`src/rtl/gb_pkg.sv`:
```
// gb_pkg
// Shared definitions for the GameBoy interrupt controller slice:
//   - int_src_e   : interrupt source index, lowest index has highest priority
//   - ADDR_IF/IE  : memory-mapped addresses of the flag and enable registers
//   - int_state_e : dispatch sequencer states
package gb_pkg;

    typedef enum logic [2:0] {
        INT_VBLANK = 3'd0,
        INT_STAT   = 3'd1,
        INT_TIMER  = 3'd2,
        INT_SERIAL = 3'd3,
        INT_JOYPAD = 3'd4
    } int_src_e;

    localparam logic [15:0] ADDR_IF = 16'hFF0F;
    localparam logic [15:0] ADDR_IE = 16'hFFFF;

    typedef enum logic {
        ST_IDLE     = 1'b0,
        ST_DISPATCH = 1'b1
    } int_state_e;

endpackage

```
`src/rtl/gb_interrupt_ctrl_if.sv`:
```
// gb_interrupt_ctrl_if
// CPU register bus as seen by the interrupt controller.
//   data_i : CPU write data
//   addr   : CPU address
//   wren   : write strobe for addr
//   data_o : read data for addr
// master = CPU side, slave = interrupt controller side.
interface gb_interrupt_ctrl_if;
    logic [7:0]  data_i;
    logic [15:0] addr;
    logic        wren;
    logic [7:0]  data_o;

    modport master (output data_i, output addr, output wren, input data_o);
    modport slave  (input data_i, input addr, input wren, output data_o);
endinterface

```
`src/rtl/gb_int_priority_enc.sv`:
```
// gb_int_priority_enc
// Combinational fixed-priority encoder over the five interrupt sources.
//   req   : pending request vector, bit 0 = VBlank
//   index : lowest set bit index (0 when nothing is set)
//   any   : at least one bit of req is set
module gb_int_priority_enc
    import gb_pkg::*;
(
    input  logic [4:0] req,
    output logic [2:0] index,
    output logic       any
);

    // Lowest index wins, so VBlank always beats the other sources.
    always_comb begin
        any   = |req;
        index = INT_VBLANK;
        casez (req)
            5'b????1: index = INT_VBLANK;
            5'b???10: index = INT_STAT;
            5'b??100: index = INT_TIMER;
            5'b?1000: index = INT_SERIAL;
            5'b10000: index = INT_JOYPAD;
            default:  index = INT_VBLANK;
        endcase
    end

endmodule

```
`src/rtl/gb_interrupt_ctrl.sv`:
```
// gb_interrupt_ctrl
// Central interrupt controller and arbiter: latches request pulses into IF,
// masks with IE and IME, arbitrates VBlank-first and sequences the CPU
// dispatch handshake that produces the vector and clears the serviced flag.
//   clk            : machine clock
//   reset          : asynchronous active-high reset
//   bus            : CPU register bus (IF at FF0F, IE at FFFF)
//   irq_i          : one-cycle request pulses [0]VBlank..[4]Joypad
//   ei_i/di_i      : EI / DI executing
//   reti_i         : RETI executing
//   instr_done_i   : instruction boundary pulse
//   int_start_i    : CPU begins dispatch
//   int_ack_i      : CPU samples the vector
//   int_req_o      : dispatch wanted at next boundary
//   wake_o         : leave HALT
//   int_vector_o   : low byte of jump target
//   vector_valid_o : one-cycle pulse, int_vector_o valid
module gb_interrupt_ctrl
    import gb_pkg::*;
#(
    parameter logic [7:0] VECTOR_BASE   = 8'h40,
    parameter logic [7:0] VECTOR_STRIDE = 8'h08
)(
    input  logic                 clk,
    input  logic                 reset,
    gb_interrupt_ctrl_if.slave   bus,
    input  logic [4:0]           irq_i,
    input  logic                 ei_i,
    input  logic                 di_i,
    input  logic                 reti_i,
    input  logic                 instr_done_i,
    input  logic                 int_start_i,
    input  logic                 int_ack_i,
    output logic                 int_req_o,
    output logic                 wake_o,
    output logic [7:0]           int_vector_o,
    output logic                 vector_valid_o
);

    logic [4:0] if_reg;
    logic [7:0] ie_reg;
    logic       ime;
    logic       ei_delay;
    int_state_e state;
    int_state_e state_next;

    logic [4:0] pending;
    logic [2:0] win_index;
    logic       win_any;
    logic       ack_fire;
    logic [4:0] clear_mask;
    logic [4:0] if_next;
    logic       wr_if;
    logic       wr_ie;

    assign pending  = if_reg & ie_reg[4:0];
    assign ack_fire = (state == ST_DISPATCH) && int_ack_i;
    assign wr_if    = bus.wren && (bus.addr == ADDR_IF);
    assign wr_ie    = bus.wren && (bus.addr == ADDR_IE);

    gb_int_priority_enc u_enc (
        .req   (pending),
        .index (win_index),
        .any   (win_any)
    );

    // Flag update, lowest priority applied first so later terms override:
    // CPU write, then dispatch clear, then a fresh request pulse. A request
    // landing on a clear or write cycle therefore is never lost.
    always_comb begin
        clear_mask = 5'b00000;
        if (ack_fire && win_any) begin
            clear_mask = 5'b00001 << win_index;
        end
        if_next = wr_if ? bus.data_i[4:0] : if_reg;
        if_next = (if_next & ~clear_mask) | irq_i;
    end

    // Register file, including the vector latch that captures the winner
    // at the ack cycle (or 00 when the dispatch was cancelled meanwhile).
    always_ff @(posedge clk or posedge reset) begin
        if (reset) begin
            if_reg         <= 5'h00;
            ie_reg         <= 8'h00;
            int_vector_o   <= 8'h00;
            vector_valid_o <= 1'b0;
        end else begin
            if_reg         <= if_next;
            vector_valid_o <= ack_fire;
            if (wr_ie) begin
                ie_reg <= bus.data_i;
            end
            if (ack_fire) begin
                int_vector_o <= win_any ? (VECTOR_BASE + 8'(win_index) * VECTOR_STRIDE) : 8'h00;
            end
        end
    end

    // Master enable. DI dominates everything; dispatch entry also disables.
    // EI only arms ei_delay so IME turns on after the following instruction.
    always_ff @(posedge clk or posedge reset) begin
        if (reset) begin
            ime      <= 1'b0;
            ei_delay <= 1'b0;
        end else if (di_i || int_start_i) begin
            ime      <= 1'b0;
            ei_delay <= 1'b0;
        end else begin
            if (reti_i) begin
                ime <= 1'b1;
            end
            if (ei_i) begin
                ei_delay <= 1'b1;
            end else if (instr_done_i && ei_delay) begin
                ime      <= 1'b1;
                ei_delay <= 1'b0;
            end
        end
    end

    // Dispatch sequencer state register.
    always_ff @(posedge clk or posedge reset) begin
        if (reset) begin
            state <= ST_IDLE;
        end else begin
            state <= state_next;
        end
    end

    // Next-state: leave IDLE on start, return on the ack edge, which is
    // also the edge that raises vector_valid_o.
    always_comb begin
        state_next = state;
        case (state)
            ST_IDLE:     if (int_start_i) state_next = ST_DISPATCH;
            ST_DISPATCH: if (int_ack_i)   state_next = ST_IDLE;
            default:     state_next = ST_IDLE;
        endcase
    end

    assign wake_o    = |pending;
    assign int_req_o = ime && (|pending) && (state == ST_IDLE);

    // Unused IF bits read back as ones; unmapped addresses float high.
    always_comb begin
        bus.data_o = 8'hFF;
        if (bus.addr == ADDR_IF) begin
            bus.data_o = {3'b111, if_reg};
        end else if (bus.addr == ADDR_IE) begin
            bus.data_o = ie_reg;
        end
    end

endmodule

```
`src/flat_wrapper.sv`:
```
// flat-port wrapper written by rule: the top's interface ports become plain ports
module gb_interrupt_ctrl_flat import gb_pkg::*;
#(
    parameter logic [7:0] VECTOR_BASE   = 8'h40,
    parameter logic [7:0] VECTOR_STRIDE = 8'h08
)
  (clk, reset, irq_i, ei_i, di_i, reti_i, instr_done_i, int_start_i, int_ack_i, int_req_o, wake_o, int_vector_o, vector_valid_o, bus_data_i, bus_addr, bus_wren, bus_data_o);
  gb_interrupt_ctrl_if bus_i ();
  input  logic clk;
  input  logic reset;
  input  logic [4:0] irq_i;
  input  logic ei_i;
  input  logic di_i;
  input  logic reti_i;
  input  logic instr_done_i;
  input  logic int_start_i;
  input  logic int_ack_i;
  output logic int_req_o;
  output logic wake_o;
  output logic [7:0] int_vector_o;
  output logic vector_valid_o;
  input wire logic [$bits(bus_i.data_i)-1:0] bus_data_i;
  input wire logic [$bits(bus_i.addr)-1:0] bus_addr;
  input wire logic [$bits(bus_i.wren)-1:0] bus_wren;
  output wire logic [$bits(bus_i.data_o)-1:0] bus_data_o;
  assign bus_i.data_i = bus_data_i;
  assign bus_i.addr = bus_addr;
  assign bus_i.wren = bus_wren;
  assign bus_data_o = bus_i.data_o;
  gb_interrupt_ctrl #(.VECTOR_BASE(VECTOR_BASE), .VECTOR_STRIDE(VECTOR_STRIDE)) u_core (.clk(clk), .reset(reset), .bus(bus_i), .irq_i(irq_i), .ei_i(ei_i), .di_i(di_i), .reti_i(reti_i), .instr_done_i(instr_done_i), .int_start_i(int_start_i), .int_ack_i(int_ack_i), .int_req_o(int_req_o), .wake_o(wake_o), .int_vector_o(int_vector_o), .vector_valid_o(vector_valid_o));
endmodule
```
`config.mk`:
```
export PLATFORM = sky130hd
export DESIGN_NAME = gb_interrupt_ctrl_flat
export DESIGN_NICKNAME = d
export VERILOG_FILES = /design/src/rtl/gb_pkg.sv /design/src/rtl/gb_interrupt_ctrl_if.sv /design/src/rtl/gb_int_priority_enc.sv /design/src/rtl/gb_interrupt_ctrl.sv /design/src/flat_wrapper.sv
export SDC_FILE = /design/constraint.sdc
export NUM_CORES = 1
export LEC_CHECK = 0
export CORE_MARGIN = 2
export CORE_UTILIZATION = 30
export CTS_CLUSTER_SIZE = 20
export DETAILED_ROUTE_END_ITERATION = 16
export GPL_TIMING_DRIVEN = 1
export PLACE_DENSITY = 0.63
export SYNTH_ARGS = -nofsm -noshare
export SYNTH_HDL_FRONTEND = slang
export SYNTH_SLANG_ARGS = --single-unit
```
`constraint.sdc`:
```
create_clock -name clk -period 2.67 [get_ports clk]
set_clock_uncertainty 0.15 [all_clocks]
set_input_delay 0.6675 -clock clk [delete_from_list [all_inputs] [get_ports clk]]
set_output_delay 0.6675 -clock clk [all_outputs]
set_load 0.02 [all_outputs]
```
# Word level (Yosys, flattened, before mapping)
# Cells that the tools add are included.
# totals
ramBits,0
memories,0
output_inout_bits,19
romBits,0
register_bits,25
latch_bits,0
in_bits,38
# classes
n_reduce_logical,10
n_bitwise,5
mul,0
addsub,1
n_shift,1
n_div,0
eq_ne,6
n_mux,16
magnitude_cmp,0
# op_table
cell,n
16-bit equality test (second input constant),2
8-bit two-way mux,3
3-bit one-hot mux with 4 select lines,1
5-bit AND,2
5-bit two-way mux,2
1-bit two-way mux,9
7-bit by 6-bit adder with 8-bit output (first input constant),1
1-bit logical AND,7
5-bit equality test (second input constant),1
5-bit inverter,1
5-bit bitwise OR,1
5-bit OR reduction,1
1-bit by 3-bit left shift with 5-bit output (first input constant),1
4-bit equality test (second input constant),1
3-bit equality test (second input constant),1
3-bit nonzero test,1
2-bit equality test (second input constant),1
1-bit one-hot mux with 2 select lines,1
1-bit logical OR,1
1-bit inverter,1

# Longest topological paths before layout
# Gate-level depths: netlist of the first run.
# logic_depth
depth_word,8
mapped_depth,5
mapped_depth_nobuf,5

# By module
# From an unflattened synthesis of the first run, not the netlist that was laid out.
# unflattened
cells_unflattened,112
area_unflattened_um2,1184.9
# by_module_without_submodules
mod,instances,seq_area_each_um2,cells_each,area_per_inst_um2
gb_interrupt_ctrl,1,525.5,104,1136.1
gb_int_priority_enc,1,0.0,8,48.8

# Worst setup path before layout of the first run
# OpenSTA, ideal clock, no wires.
# synth_timing
path_kind,input-to-output
start,input port bus_addr[5]
end,output port bus_data_o[0]
path_buffers,0
required_ns,1.852
arrival_ns,1.929
stages,3
path_slack_ns,-0.077
cell_sequence,or4_4 -> or4_4 -> o22a_1
# synth_between
elab_chain_cells,3
elab_cells_between_ends,4
classes_between,eq/ne: 2; mux: 2
# synth_rtl
item,line_no,text
"start, declared",flat_wrapper.sv:23,input wire logic [$bits(bus_i.addr)-1:0] bus_addr;
16-bit equality test,gb_interrupt_ctrl.sv:149,end else if (bus.addr == ADDR_IE) begin
8-bit two-way mux,gb_interrupt_ctrl.sv:149,
8-bit two-way mux *,gb_interrupt_ctrl.sv:147,if (bus.addr == ADDR_IF) begin
"end, declared",flat_wrapper.sv:25,output wire logic [$bits(bus_i.data_o)-1:0] bus_data_o;
# Mark *: on every way between the ends. The rest lies on a longest branch, timed or not.

# Final worst setup path of the first run
# layout_timing
start,input port bus_addr[6]
end,output port bus_data_o[4]
# The elaborated chain is that of the path after synthesis.

==> flow_summary.html, run 1 <==
<table>
<tr><th>Metric</th><th>Value</th></tr>
<tr><th colspan="2">Global routing</th></tr>
<tr><td>Sum of overflow across all layers after global routing</td><td>0</td></tr>
<tr><td>Vias in the first global route</td><td>1160</td></tr>
<tr><td>Met2 demand-to-capacity share in global routing</td><td>30.7%</td></tr>
<tr><td>Most used routing layer in global routing</td><td>met2</td></tr>
<tr><td>Wire length of the first global-routing pass</td><td>5200 um</td></tr>
<tr><td>Global router's overall resource usage</td><td>between 10% and 20%</td></tr>
<tr><td>Maximum number of pins on one net before global-route repair</td><td>22</td></tr>
<tr><td>Antenna violations before repair</td><td>0</td></tr>
<tr><td>Met1 Resource Use GR</td><td>between 15 and 20%</td></tr>
<tr><td>GR met3 Demand/Resource</td><td>1.74%</td></tr>
<tr><th colspan="2">Die</th></tr>
<tr><td>Num ports</td><td>57</td></tr>
<tr><td>Area of the core</td><td>~3600 um^2</td></tr>
<tr><td>Total Die Area</td><td>roughly 4200 um^2</td></tr>
<tr><td>Starting Density</td><td>30.6%</td></tr>
<tr><td>Number of placement rows</td><td>22</td></tr>
<tr><td>Horizontal die dimension</td><td>around 65 um</td></tr>
<tr><td>Vertical die dimension</td><td>between 60 and 70 um</td></tr>
<tr><th colspan="2">Power</th></tr>
<tr><td>Switching power summed over all nets</td><td>roughly 0.15 mW</td></tr>
<tr><td>Overall power of the completed layout</td><td>approximately 0.63 mW</td></tr>
<tr><td>Total power divided by cell area</td><td>between 300 and 400 nW/um^2</td></tr>
<tr><td>Leakage power</td><td>around 0.90 nW</td></tr>
<tr><td>Sw Share</td><td>between 20 and 25%</td></tr>
<tr><td>Relative contribution of sequential cells to total power</td><td>51.4%</td></tr>
<tr><td>Internal</td><td>about 0.5 mW</td></tr>
<tr><td>Fraction of power consumed by combinational cells</td><td>approximately 15%</td></tr>
<tr><td>Peak supply drop</td><td>about 0.00018 V</td></tr>
<tr><td>Share of total power in the clock network</td><td>approximately 33%</td></tr>
<tr><th colspan="2">Critical path</th></tr>
<tr><td>Number of buffers and inverters on the critical path</td><td>2</td></tr>
<tr><td>Cell family with most CP delay</td><td>simple AND/OR/NAND/NOR gates</td></tr>
<tr><td>Required arrival time at the worst endpoint</td><td>~1.9 ns</td></tr>
<tr><td>Crit-path slowest cell</td><td>or4_4</td></tr>
<tr><td>Worst R2R Setup Slack</td><td>slightly below 0.9 ns</td></tr>
<tr><td>Critical Path Sink Type</td><td>output pin</td></tr>
<tr><td>CP Cell Sequence</td><td>buf_6 &gt; or4_4 &gt; or4_4 &gt; o22a_2 &gt; buf_6</td></tr>
<tr><td>Type of the worst setup path</td><td>in -&gt; out</td></tr>
<tr><td>Largest stage delay on the critical path</td><td>about 0.53 ns</td></tr>
<tr><td>CP Data Arrival Time</td><td>2.12 ns</td></tr>
<tr><td>Maximum fanout along the worst path</td><td>5</td></tr>
<tr><td>Critical path startpoint category</td><td>input port</td></tr>
<tr><th colspan="2">Min path</th></tr>
<tr><td>HP Class</td><td>reg -&gt; reg</td></tr>
<tr><th colspan="2">Finish</th></tr>
<tr><td>Layout fillers</td><td>354</td></tr>
<tr><td>Number of nets in the final layout</td><td>about 220</td></tr>
<tr><td>Ratio of cells with drive above 1 in the final layout</td><td>about 43%</td></tr>
<tr><td>Area added between synthesis and finish</td><td>71.3%</td></tr>
<tr><td>Area of the multi-input gates</td><td>between 500 and 600 um^2</td></tr>
<tr><td>Summed area of non-filler cells in the final layout</td><td>1890 um^2</td></tr>
<tr><td>Area of all sequential standard cells</td><td>about 530 um^2</td></tr>
<tr><td>Largest register FFs</td><td>8</td></tr>
<tr><td>Antenna fix cells</td><td>0</td></tr>
<tr><th colspan="2">Run status</th></tr>
<tr><td>Status</td><td>complete, but fails checks</td></tr>
<tr><td>Violated checks</td><td>setup timing</td></tr>
<tr><th colspan="2">Timing</th></tr>
<tr><td>Post-route setup slack</td><td>-0.265 ns</td></tr>
<tr><td>Hold Vio Cnt, Final</td><td>0</td></tr>
<tr><td>Min cycle time layout</td><td>2.93 ns</td></tr>
<tr><td>Max Freq</td><td>~0.34 GHz</td></tr>
<tr><td>Final worst-path cycle share</td><td>110%</td></tr>
<tr><td>Total Negative Setup Slacks</td><td>-1.55 ns</td></tr>
<tr><td>Final setup viols</td><td>8</td></tr>
<tr><td>Slew Limit Fails</td><td>0</td></tr>
<tr><td>Unrepaired setup endpoints after global routing</td><td>yes</td></tr>
<tr><th colspan="2">Clock tree</th></tr>
<tr><td>TritonCTS clock tree</td><td>built</td></tr>
<tr><td>CTS buffer count</td><td>3</td></tr>
<tr><td>Clock Pin Slew Worst Setup and Hold Paths</td><td>0.08 ns</td></tr>
<tr><td>Number of clock sinks seen by CTS</td><td>21</td></tr>
<tr><td>Clock tree root buffer cell</td><td>clkbuf_8</td></tr>
<tr><td>Maximum clock insertion buffer count</td><td>2</td></tr>
<tr><td>Total number of H-tree levels</td><td>1</td></tr>
<tr><td>Insertion delay of the later-clocked pin in the worst-skew pair</td><td>approximately 0.26 ns</td></tr>
<tr><th colspan="2">Detailed routing</th></tr>
<tr><td>Number of iterations in the first detailed-routing pass</td><td>4</td></tr>
<tr><td>Total routed wirelength</td><td>3140 um</td></tr>
<tr><td>Count of routing violations after the opening detailed-route iteration</td><td>31</td></tr>
<tr><td>Via count</td><td>about 1100</td></tr>
<tr><td>Count of unresolved DRC violations after routing</td><td>0</td></tr>
<tr><td>Via-to-Cell Ratio</td><td>between 4 and 5</td></tr>
<tr><td>Antenna-violating nets left</td><td>0</td></tr>
<tr><td>Wire per inst</td><td>about 14 um</td></tr>
<tr><th colspan="2">Yosys</th></tr>
<tr><td>Seq cells post-synth</td><td>21</td></tr>
<tr><td>Synth Flop Type</td><td>dfrtp_1</td></tr>
<tr><td>Async set or reset register ratio after synthesis</td><td>100%</td></tr>
<tr><td>Mean area per synthesized cell</td><td>10.6 um^2</td></tr>
<tr><td>Seq/Total Area, Yosys</td><td>between 40% and 50%</td></tr>
<tr><td>Count of flip-flops with a built-in enable after synthesis</td><td>0</td></tr>
<tr><td>Count of mapped cells out of synthesis</td><td>~100</td></tr>
<tr><td>Netlist Area Pre-Place</td><td>1100 um^2</td></tr>
<tr><td>Distinct cell type count of the synthesized netlist</td><td>31</td></tr>
<tr><td>Total number of yosys warnings</td><td>0</td></tr>
<tr><th colspan="2">Placed design</th></tr>
<tr><td>Port buffer count</td><td>between 50 and 60</td></tr>
<tr><td>Instance area at placement</td><td>1760 um^2</td></tr>
<tr><td>Weighted congestion reported at the end of routability-driven placement</td><td>0.806</td></tr>
<tr><td>HPWL after detailed placement</td><td>2340 um</td></tr>
<tr><th colspan="2">Run</th></tr>
<tr><td>Count of maximum capacitance violations</td><td>0</td></tr>
</table>
## worst min-delay path: cells and delay by family (launching register included)
kind	cells	cell delay [ns]
simple gates	1	0.04
flops	1	0.35
compound gates	1	0.06
## power by group through the flow
stage | clock network, mW | registers (mW) | logic, mW
after detailed placement | 0 | 0.331 | 0.0958
after global routing | 0.229 | 0.325 | 0.104
after CTS | 0.214 | 0.324 | 0.0961
final | 0.211 | 0.324 | 0.0958
after global placement | 0 | 0.330 | 0.0933
after floorplan | 0 | 0.332 | 0.0275
## worst paths after layout
path                                         from                     end  cells after the start
max                                   bus_addr[6]           bus_data_o[4]                      5
min                        u_core.int_vector_o[6]  u_core.int_vector_o[6]                      2
max reg2reg                      u_core.if_reg[0]        u_core.if_reg[4]                      5
min reg2reg                u_core.int_vector_o[6]  u_core.int_vector_o[6]                      2
max in group asynchronous                   reset        u_core.ie_reg[3]                      3
min in group asynchronous                   reset  u_core.int_vector_o[6]                      3
## synth_stat cells (all sizes together) (4+ instances only)
cell,n,share of area [%]
o22a,5,4.0
nand4,8,4.5
mux2,8,8.2
dfrtp,21,48
nand2,13,4.7
inv,6,2.0
buf,4,2.7
## kinds of logic after synthesis
family | Yosys count | synth area share [%]
other | 1 | 0.340
buffers and inverters | 12 | 5.45
flip-flops | 21 | 47.7
AO/OA/AOI/OAI | 16 | 11.7
multiplexers | 9 | 9.08
AND/OR/NAND/NOR | 45 | 25.8
## layout by cell type, fill, tap and decap left out, drive strengths merged, types with 3 or more instances in the layout
cell | Yosys | layout
inv | 6 | 6
o22a | 5 | 5
clkdlybuf4s50 | 0 | 26
nand2 | 13 | 13
nand4 | 8 | 8
nor3 | 3 | 3
clkbuf | 2 | 4
or4 | 3 | 3
or2 | 3 | 3
conb | 1 | 4
mux2 | 8 | 8
buf | 4 | 45
nor2 | 3 | 3
a311o | 3 | 3
dfrtp | 21 | 21
and4 | 3 | 3
## per-layer routing
metal	up-vias	share of wire, %
li1	528	-
met1	507	40
met2	50	52
met3	4	6.8
met4	0	1.2
met5	-	0
## metrics by stage
| step | hold slack (ns) | cells | utilization [%] | worst slack, ns |
|---|---|---|---|---|
| floorplan | 0.323 | 107 | - | -0.0677 |
| global placement | 0.308 | 213 | 48.8 | -1.02 |
| detailed placement | 0.321 | 213 | 48.8 | -1.03 |
| CTS | 0.341 | 227 | 51.9 | -0.379 |
| global route | 0.358 | 226 | 52.4 | -0.290 |
| finish | 0.334 | 226 | 52.4 | -0.265 |
## cell type report
cell class / count / share of cell area [%]
Timing Repair Buffer: 73 / 35.2
Multi-Input combinational cell: 74 / 30.2
Clock buffer: 4 / 2.39
Tap cell: 48 / 3.18
Sequential cell: 21 / 27.8
Inverter: 6 / 1.19
## what timing repair did
action,CTS,global route
hold buffers,0,0
setup endpoints to repair,9,18
resized for setup,112,5
pin swaps,13,2
setup buffers,10,0
Power figures use the tool's default switching activity.
==> inputs of run 2 (changes only) <==
--- a/config.mk
+++ b/config.mk
@@ -5,6 +5,7 @@
 export SDC_FILE = /design/constraint.sdc
 export NUM_CORES = 1
 export LEC_CHECK = 0
+export CORE_ASPECT_RATIO = 0.6
 export CORE_MARGIN = 2
 export CORE_UTILIZATION = 30
 export CTS_CLUSTER_SIZE = 20
==> run 2 against run 1 <==
Against the previous run: largest cell class unchanged; non-clock buffer count shrank 5; clock power shrank 2%; combinational power grew 0.6%; critical path depth is the same; final area shrank 2.6%; power shrank 0.56%; sequential share of layout area grew 0.74 points; register-to-register slack lost 0.09 ns; core utilization grew 2.0 points; the flow still finishes with violations (setup timing).
==> flow_summary.html, run 2 (synthesis results as in run 1) <==
<table>
<tr><th>Metric</th><th>Value</th></tr>
<tr><th colspan="2">Clock tree</th></tr>
<tr><td>TritonCTS clock tree</td><td>built</td></tr>
<tr><td>CTS buffer count</td><td>3</td></tr>
<tr><td>Number of clock sinks seen by CTS</td><td>21</td></tr>
<tr><td>Insertion delay of the later-clocked pin in the worst-skew pair</td><td>roughly 0.26 ns</td></tr>
<tr><td>Total number of H-tree levels</td><td>1</td></tr>
<tr><td>Maximum clock insertion buffer count</td><td>2</td></tr>
<tr><td>Clock tree root buffer cell</td><td>clkbuf_8</td></tr>
<tr><td>Quantity of hold-fixing buffers added after cts</td><td>0</td></tr>
<tr><td>Clock Pin Slew Worst Setup and Hold Paths</td><td>0.08 ns</td></tr>
<tr><th colspan="2">Critical path</th></tr>
<tr><td>Critical Path Sink Type</td><td>output pin</td></tr>
<tr><td>Largest stage delay on the critical path</td><td>approximately 0.53 ns</td></tr>
<tr><td>Critical path startpoint category</td><td>input port</td></tr>
<tr><td>Cell family with most CP delay</td><td>simple AND/OR/NAND/NOR gates</td></tr>
<tr><td>Number of buffers and inverters on the critical path</td><td>2</td></tr>
<tr><td>CP Data Arrival Time</td><td>between 2 and 2.5 ns</td></tr>
<tr><td>CP Cell Sequence</td><td>buf_6 &gt; or4_4 &gt; or4_4 &gt; o22a_2 &gt; buf_6</td></tr>
<tr><td>Required arrival time at the worst endpoint</td><td>1.85 ns</td></tr>
<tr><td>Crit-path slowest cell</td><td>or4_4</td></tr>
<tr><td>Maximum fanout along the worst path</td><td>5</td></tr>
<tr><td>Type of the worst setup path</td><td>in -&gt; out</td></tr>
<tr><th colspan="2">Detailed routing</th></tr>
<tr><td>Via-to-Cell Ratio</td><td>roughly 5.0</td></tr>
<tr><td>Wire per inst</td><td>roughly 15 um</td></tr>
<tr><td>Total routed wirelength</td><td>around 3300 um</td></tr>
<tr><td>Via count</td><td>between 1000 and 1500</td></tr>
<tr><td>Number of iterations in the first detailed-routing pass</td><td>4</td></tr>
<tr><td>Antenna-violating nets left</td><td>0</td></tr>
<tr><td>Count of routing violations after the opening detailed-route iteration</td><td>66</td></tr>
<tr><td>Count of unresolved DRC violations after routing</td><td>0</td></tr>
<tr><th colspan="2">Run status</th></tr>
<tr><td>Violated checks</td><td>setup timing</td></tr>
<tr><td>Status</td><td>complete, but fails checks</td></tr>
<tr><th colspan="2">Finish</th></tr>
<tr><td>Commonest cells after routing, fill and taps aside</td><td>27 x clkdlybuf4s50_1, 21 x dfrtp_1, 20 x buf_6</td></tr>
<tr><td>Summed area of non-filler cells in the final layout</td><td>~1800 um^2</td></tr>
<tr><td>Area added between synthesis and finish</td><td>66.9%</td></tr>
<tr><td>Leading cell type in the layout, fill and taps excluded</td><td>clkdlybuf4s50_1</td></tr>
<tr><td>Layout fillers</td><td>between 300 and 400</td></tr>
<tr><td>Area of all sequential standard cells</td><td>526 um^2</td></tr>
<tr><td>Number of non-filler instances in the completed layout</td><td>218</td></tr>
<tr><td>Ratio of cells with drive above 1 in the final layout</td><td>41.0%</td></tr>
<tr><td>Number of nets in the final layout</td><td>approximately 210</td></tr>
<tr><td>Area of the multi-input gates</td><td>about 550 um^2</td></tr>
<tr><td>Antenna fix cells</td><td>0</td></tr>
<tr><td>Largest register FFs</td><td>8</td></tr>
<tr><th colspan="2">Global routing</th></tr>
<tr><td>Sum of overflow across all layers after global routing</td><td>0</td></tr>
<tr><td>Maximum number of pins on one net before global-route repair</td><td>22</td></tr>
<tr><td>Wire length of the first global-routing pass</td><td>approximately 5600 um</td></tr>
<tr><td>Global router's overall resource usage</td><td>17.8%</td></tr>
<tr><td>Antenna violations before repair</td><td>0</td></tr>
<tr><td>Vias in the first global route</td><td>around 1100</td></tr>
<tr><th colspan="2">Placed design</th></tr>
<tr><td>Dpl cells</td><td>210</td></tr>
<tr><td>Weighted congestion reported at the end of routability-driven placement</td><td>approximately 0.9</td></tr>
<tr><td>Worst slack, placed</td><td>-1.07 ns</td></tr>
<tr><td>Instance area at placement</td><td>1760 um^2</td></tr>
<tr><td>HPWL after detailed placement</td><td>2640 um</td></tr>
<tr><td>Port buffer count</td><td>between 50 and 60</td></tr>
<tr><th colspan="2">Min path</th></tr>
<tr><td>HP Class</td><td>reg -&gt; reg</td></tr>
<tr><th colspan="2">Die</th></tr>
<tr><td>Number of placement rows</td><td>16</td></tr>
<tr><td>Starting Density</td><td>between 30 and 40%</td></tr>
<tr><td>Horizontal die dimension</td><td>about 82 um</td></tr>
<tr><td>Total Die Area</td><td>between 4000 and 5000 um^2</td></tr>
<tr><td>Area of the core</td><td>between 3000 and 4000 um^2</td></tr>
<tr><td>Vertical die dimension</td><td>51.0 um</td></tr>
<tr><td>Num ports</td><td>57</td></tr>
<tr><th colspan="2">Timing</th></tr>
<tr><td>Final setup viols</td><td>8</td></tr>
<tr><td>Hold Vio Cnt, Final</td><td>0</td></tr>
<tr><td>Unrepaired setup endpoints after global routing</td><td>yes</td></tr>
<tr><td>Min cycle time layout</td><td>roughly 3.0 ns</td></tr>
<tr><td>Max Freq</td><td>approximately 0.34 GHz</td></tr>
<tr><td>Final hold slack</td><td>0.330 ns</td></tr>
<tr><td>Final worst-path cycle share</td><td>111%</td></tr>
<tr><td>Slew Limit Fails</td><td>0</td></tr>
<tr><td>Post-route setup slack</td><td>-0.287 ns</td></tr>
<tr><th colspan="2">Power</th></tr>
<tr><td>Overall power of the completed layout</td><td>approximately 0.63 mW</td></tr>
<tr><td>Total power divided by cell area</td><td>~340 nW/um^2</td></tr>
<tr><td>Leakage power</td><td>approximately 0.84 nW</td></tr>
<tr><td>Peak supply drop</td><td>about 0.00022 V</td></tr>
<tr><th colspan="2">Run</th></tr>
<tr><td>Count of maximum capacitance violations</td><td>0</td></tr>
</table>
[run 2: changes by cell type in the layout (fill, tap and decap cells not counted), moves of 2 or more]
cell | before | now
buf_4 | 19 | 15
a22oi_1 | 0 | 2
buf_2 | 9 | 5
dlymetal6s2s_1 | 2 | 0
a22oi_2 | 2 | 0
buf_6 | 17 | 20
[run 2: path summary, 6_finish.rpt]
check / start / endpoint / slack (ns) / depth (start not counted)
hold / removal: u_core.int_vector_o[4] / u_core.int_vector_o[4] / 0.33 / 2
setup reg to reg: u_core.if_reg[0] / u_core.if_reg[3] / 0.79 / 5
min in group asynchronous: reset / u_core.ei_delay / 0.58 / 3
max in group asynchronous: reset / u_core.state / 1.57 / 3
setup / recovery: bus_addr[6] / bus_data_o[3] / -0.29 / 5
hold reg to reg: u_core.int_vector_o[4] / u_core.int_vector_o[4] / 0.33 / 2
[run 2: report_power, final]
part,switching (mW),internal [mW],leakage [nW]
logic,0.0372,0.0591,0.555
clock network,0.100,0.106,0.0228
registers,0.00261,0.322,0.263
[run 2: cell type report]
cell class / instances / area share [%]
Tap cell: 45 / 3.06
Sequential cell: 21 / 28.6
Inverter: 6 / 1.22
Multi-Input combinational cell: 74 / 29.8
Clock buffer: 4 / 2.45
Timing Repair Buffer: 68 / 34.9
[run 2: metrics by stage]
step                util, %  TNS (ns)
floorplan                 -    -0.339
CTS                    54.0     -1.94
detailed placement     51.9     -8.06
global placement       51.9     -7.88
global route           54.4     -1.97
finish                 54.4     -1.69
[run 2: per-layer routing]
metal | GRT usage (%) | part of all wire, % | up-vias
met1 | 24.4 | 46 | 530
met2 | 28.6 | 47 | 40
met4 | 2.78 | 0.36 | 0
met3 | 4.59 | 6.0 | 2
li1 | - | - | 516
met5 | 0 | 0 | -
[run 2: worst reg2reg max path, cell delays in order (launching register included)]
cell     delay (ns)
dfrtp_1        0.41
a22oi_1        0.26
buf_4          0.18
nand4_1        0.17
and4_2         0.29
a311o_1        0.30
[run 2: timing repair]
action,in CTS,in global routing
pin swaps,13,4
resized for setup,113,2
buffers inserted,3,1
setup endpoints to repair,9,9
